==> config.mk <==
export PLATFORM = sky130hd
export DESIGN_NAME = lane_gate_scheduler
export DESIGN_NICKNAME = d
export VERILOG_FILES = /design/src/rtl/lane_gate_scheduler.sv
export SDC_FILE = /design/constraint.sdc
export NUM_CORES = 1
export LEC_CHECK = 0
export CORE_MARGIN = 2
export CORE_UTILIZATION = 65
export DETAILED_ROUTE_END_ITERATION = 8
export DONT_BUFFER_PORTS = 1
export PLACE_DENSITY = 0.8
export SYNTH_ARGS = -nofsm -noshare
export SYNTH_HDL_FRONTEND = slang
export SYNTH_SLANG_ARGS = --single-unit
==> constraint.sdc <==
create_clock -name clk -period 2.95 [get_ports clk]
set_input_delay 0.295 -clock clk [delete_from_list [all_inputs] [get_ports clk]]
set_output_delay 0.295 -clock clk [all_outputs]
set_load 0.05 [all_outputs]
==> src/rtl/lane_gate_scheduler.sv <==
// Purpose: arbitrates the shared barrier lane between entry and exit cars and sequences the barrier.
// Latency: every output is registered; a grant appears one cycle after the IDLE cycle that sees a request.
// Backpressure: none; requests are levels sampled only in IDLE, so a waiting car simply holds its request.
module lane_gate_scheduler #(
  parameter int TRAVEL_CYCLES = 4,
  parameter int PASS_TIMEOUT  = 16,
  parameter int TMR_W         = 5
) (
  input  logic clk,
  input  logic Start,
  input  logic Req_In,
  input  logic Req_Out,
  input  logic Pass,
  input  logic Full,
  input  logic Closed,
  input  logic Override,
  output logic Gate_Up,
  output logic Grant_In,
  output logic Grant_Out,
  output logic Car_In,
  output logic Car_Out,
  output logic Timeout_Err,
  output logic Busy
);

  typedef enum logic [2:0] {
    IDLE      = 3'd0,
    RAISE     = 3'd1,
    WAIT_PASS = 3'd2,
    LOWER     = 3'd3,
    OVR       = 3'd4
  } state_t;

  localparam logic [TMR_W-1:0] TRAVEL_LAST = TMR_W'(TRAVEL_CYCLES - 1);
  localparam logic [TMR_W-1:0] PASS_LAST   = TMR_W'(PASS_TIMEOUT - 1);
  localparam logic [TMR_W-1:0] TMR_MAX     = '1;

  state_t           state_q, state_n;
  logic [TMR_W-1:0] timer_q, timer_n, timer_inc;
  logic             seen_q, seen_n;          // Pass has been high during this WAIT_PASS
  logic             last_out_q, last_out_n;  // 1 when the exit direction was served last
  logic             elig_in, elig_out;
  logic             grant_in_n, grant_out_n;
  logic             car_in_n, car_out_n, tmo_n;
  logic             gate_n, busy_n;

  // Saturating increment so a long OVR stay can never wrap the timer.
  assign timer_inc = (timer_q == TMR_MAX) ? timer_q : timer_q + TMR_W'(1);

  // Exits are never blocked; entries respect the occupancy status.
  assign elig_in  = Req_In & ~Full & ~Closed;
  assign elig_out = Req_Out;

  // Next-state, timer and next registered-output computation.
  always_comb begin
    state_n     = state_q;
    timer_n     = timer_inc;
    seen_n      = 1'b0;
    last_out_n  = last_out_q;
    grant_in_n  = Grant_In;
    grant_out_n = Grant_Out;
    car_in_n    = 1'b0;
    car_out_n   = 1'b0;
    tmo_n       = 1'b0;

    if (Override) begin
      // Manual override discards any transaction in flight without reporting it.
      state_n     = OVR;
      grant_in_n  = 1'b0;
      grant_out_n = 1'b0;
    end else begin
      case (state_q)
        IDLE: begin
          timer_n     = '0;
          grant_in_n  = 1'b0;
          grant_out_n = 1'b0;
          // On a tie the entry wins only if the exit was served last.
          if (elig_in && (!elig_out || last_out_q)) begin
            state_n    = RAISE;
            grant_in_n = 1'b1;
            last_out_n = 1'b0;
          end else if (elig_out) begin
            state_n     = RAISE;
            grant_out_n = 1'b1;
            last_out_n  = 1'b1;
          end
        end

        RAISE: begin
          if (timer_q == TRAVEL_LAST) begin
            state_n = WAIT_PASS;
          end
        end

        WAIT_PASS: begin
          seen_n = seen_q | Pass;
          // Once the car has been seen the timeout no longer applies, so freeze the timer.
          if (seen_q) begin
            timer_n = timer_q;
          end
          if (seen_q && !Pass) begin
            state_n   = LOWER;
            car_in_n  = Grant_In;
            car_out_n = Grant_Out;
          end else if (!seen_q && !Pass && (timer_q == PASS_LAST)) begin
            // A car arriving on the very last cycle counts as seen, not as a timeout.
            state_n = LOWER;
            tmo_n   = 1'b1;
          end
        end

        LOWER: begin
          if (timer_q == TRAVEL_LAST) begin
            state_n     = IDLE;
            grant_in_n  = 1'b0;
            grant_out_n = 1'b0;
          end
        end

        OVR: begin
          // Override has dropped: bring the barrier down with no grant.
          state_n     = LOWER;
          grant_in_n  = 1'b0;
          grant_out_n = 1'b0;
        end

        default: begin
          state_n     = IDLE;
          grant_in_n  = 1'b0;
          grant_out_n = 1'b0;
        end
      endcase
    end

    // Timer and seen flag restart on every state entry.
    if (state_n != state_q) begin
      timer_n = '0;
      seen_n  = 1'b0;
    end
  end

  // Outputs are registered images of the state being entered.
  assign gate_n = (state_n == RAISE) || (state_n == WAIT_PASS) || (state_n == OVR);
  assign busy_n = (state_n != IDLE);

  // State, timer, arbitration history and registered outputs.
  always_ff @(posedge clk or posedge Start) begin
    if (Start) begin
      state_q     <= IDLE;
      timer_q     <= '0;
      seen_q      <= 1'b0;
      last_out_q  <= 1'b1;
      Gate_Up     <= 1'b0;
      Grant_In    <= 1'b0;
      Grant_Out   <= 1'b0;
      Car_In      <= 1'b0;
      Car_Out     <= 1'b0;
      Timeout_Err <= 1'b0;
      Busy        <= 1'b0;
    end else begin
      state_q     <= state_n;
      timer_q     <= timer_n;
      seen_q      <= seen_n;
      last_out_q  <= last_out_n;
      Gate_Up     <= gate_n;
      Grant_In    <= grant_in_n;
      Grant_Out   <= grant_out_n;
      Car_In      <= car_in_n;
      Car_Out     <= car_out_n;
      Timeout_Err <= tmo_n;
      Busy        <= busy_n;
    end
  end

endmodule

==> impl_metrics.ini <==
[run_status]
status = finished clean

[sta]
fmax_mhz = 568
rsz0062_at_grt = false
min_period_ns = 1.76
fin_tns_setup_ns = 0
worstMarginPinSlew_ns = 0.616
clock-skew-final_ns = 0.00504
slew_headroom_pct = 58.9
setup_viol = 0
hold_viol_final = 0
maxSlewViolCount = 0
fin_crit_sh_pct = 59.7

[power_and_ir_drop]
cell_internal_pwr_mw = 0.337
clkPwrFrac_pct = 24.9
cellPowerDensity_nw_per_um2 = 490
p_leak_nw = 0.421
comb_power_share_pct = 16.2
switching_share_pct = 32.3
p_seq_share_pct = 58.9
vdd_drop_max_mv = 0.485
switchingPower_mw = 0.161

[clocking]
root_buffer = clkbuf_4
cts_resized = 0
clock_path_buffers = 2
tritoncts = yes
clk_pin_slew_ns = 0.10
numCtsBuffers = 3
clock_latency_ns = 0.30
cts.htree.levels = 1
cts.sinks = 17

[layout]
nNetsFinal = 104
stdcell_count = 110
area_delta_synth_final_pct = 2.26
antenna_cells = 0
drive_above_1_share_pct = 17.0
fin_area_um2 = 1020

[critical_path]
path_class = flop to flop
cp_max_fo = 6
end_kind = flop
cp.required_ns = 3.14
max_stage_delay_ns = 0.43
worstPathBufferInverterCount = 0
crit_slowest_cell = nor4b_4
path_cells = ha_1, nor4b_4, and3_1, nor3_1, a32o_1
start_kind = flop
cpLargestDelayFamily = simple AND/OR/NAND/NOR gates
arrival_ns = 1.95

[synth]
synthesis.area_um2 = 995
synth_edf_count = 0
yosys.area_share.simple_pct = 29.1
syn_avg_cell_area_um2 = 10.5
synth.distinct_cells = 38
synth_top_area_share_pct = 40.3
yosys.area_share.adder_pct = 1.26
syn_nets = 104
synthTopCellsByArea = dfrtp_1 (40%), nor4b_4 (4.8%), a21oi_1 (4.0%)
synth.ff_latch_count = 17
syn_inst = 95
synth_compound_area_share_pct = 17.0
async_reset_ff_share_pct = 100
yosysMostFrequentCell = dfrtp_1
synth_top_family_by_area = simple AND/OR/NAND/NOR gates
synthTopCellsByCount = dfrtp_1 (16), nand2_1 (9), a21oi_1 (8)
ys.warnings.count = 0
synthXorXnorAreaFrac_pct = 1.76
yosysTopAreaCell = dfrtp_1
seq_area_frac_synth_pct = 42.9
synthMuxAreaShare_pct = 3.02
synthFlopType = dfrtp_1

[global_route]
grt_pass1_wl_um = 3060
overflow = 0
antenna_found_initial = 0
grt_max_degree = 18
gr-usage-all-layers_pct = 22.1
grt_pass1_vias = 706

[route]
drt_iter0_markers = 15
drc = 0
wl_um = 1810
firstDrtPassIters = 4
viasPerCell = 6.64
ant_nets = 0
vias = 730
wl_per_cell_um = 16.4

[floorplan]
die_w_um = 43.1
die_y_um = 43.1
placementRows = 14
ioPinCount = 15
core-area_um2 = 1470
die_area_um2 = 1860
initial_core_util_pct = 67.6

[placed_design]
place_congestion = 0.826
dp_hpwl_um = 1390
port_buffers = 0
placed_cells = 105
placed_cell_area_um2 = 980

[job]
drv_cap = 0

[min_path]
hold_path_class = primary input to flop
routing by layer:
layer | up-vias | share of wire, % | track usage [%]
met2 | 15 | 53 | 37.6
met3 | 3 | 3.5 | 2.55
met5 | - | 0 | 0
met4 | 0 | 1.3 | 10.3
li1 | 349 | - | -
met1 | 363 | 42 | 27.5
area by class of cell:
class	instances	area, µm²
Clock inverter	1	5.00
Clock buffer	3	22.5
Timing Repair Buffer	1	10.0
Inverter	4	15.0
Sequential cell	17	427
Multi-Input combinational cell	68	518
Fill cell	121	454
Tap cell	16	20.0
registers in the layout, summed over array words and instances (netlist names):
name and count:
Grant_Out 1, Busy 1, Car_Out 1, last_out_q 1
Timeout_Err 1, timer_q 5, Gate_Up 1, state_q 3
Grant_In 1, Car_In 1, seen_q 1
metrics by stage:
step | setup WS [ns] | power (mW) | hold WS (ns) | util [%]
floorplan | 1.38 | 0.368 | 0.220 | -
global placement | 1.27 | 0.374 | 0.284 | 66.6
detailed placement | 1.20 | 0.378 | 0.293 | 66.6
CTS | 1.19 | 0.500 | 0.0154 | 69.1
global route | 1.03 | 0.519 | 0.0131 | 69.1
finish | 1.19 | 0.499 | 0.0179 | 69.1
logic make-up (layout without fill, tap and decap cells):
group,count (synthesis),in the layout
xor gates and xnor gates,2,2
muxes,3,3
and+or+nand+nor,40,40
buffers and inverters,10,9
DFF,17,17
AOI/OAI and AO/OA,22,22
adders and majority gates,1,1
cell usage in the layout (no fill, tap or decap), drive strengths merged, types with 2 or more instances in the layout:
cell type / count
o21ai: 2
o211ai: 2
nor3: 6
nor2: 4
mux2i: 3
and3: 5
clkbuf: 3
nor4b: 3
nand2: 9
inv: 4
dfrtp: 16
nand3: 2
a21oi: 8
nor3b: 3
xnor2: 2
nor4: 4
o31ai: 2
power by group through the flow:
| stage | clock network (mW) | registers, mW | logic (mW) |
|---|---|---|---|
| floorplan | 0 | 0.283 | 0.0851 |
| global placement | 0 | 0.297 | 0.0769 |
| detailed placement | 0 | 0.298 | 0.0797 |
| CTS | 0.125 | 0.293 | 0.0811 |
| global route | 0.133 | 0.297 | 0.0893 |
| finish | 0.124 | 0.294 | 0.0806 |
worst register-to-register path, stage by stage, from the launching register on:
cell,delay (ns)
dfrtp_1,0.39
ha_1,0.26
nor4b_4,0.43
and3_1,0.22
nor3_1,0.06
a32o_1,0.30
repair_timing:
| item | in CTS | in global routing |
|---|---|---|
| hold buffers | 1 | 0 |
| hold endpoints to repair | 16 | 0 |
| setup buffers | 0 | 0 |
| setup endpoints to repair | 0 | 0 |
path summary, 6_finish.rpt:
path	from	endpoint	slack, ns	cells past startpoint
setup / recovery	timer_q[0]$_DFFE_PP0P_	Grant_In$_DFFE_PP0P_	1.19	5
hold / removal	Override	state_q[2]$_DFF_PP0_	0.02	0
setup reg to reg	timer_q[0]$_DFFE_PP0P_	Grant_In$_DFFE_PP0P_	1.19	5
hold reg to reg	last_out_q$_DFFE_PP1P_	last_out_q$_DFFE_PP1P_	0.49	2
max in group asynchronous	Start	seen_q$_DFF_PP0_	2.05	2
min in group asynchronous	Start	state_q[0]$_DFF_PP0_	0.50	2
Power figures use the tool's default switching activity.
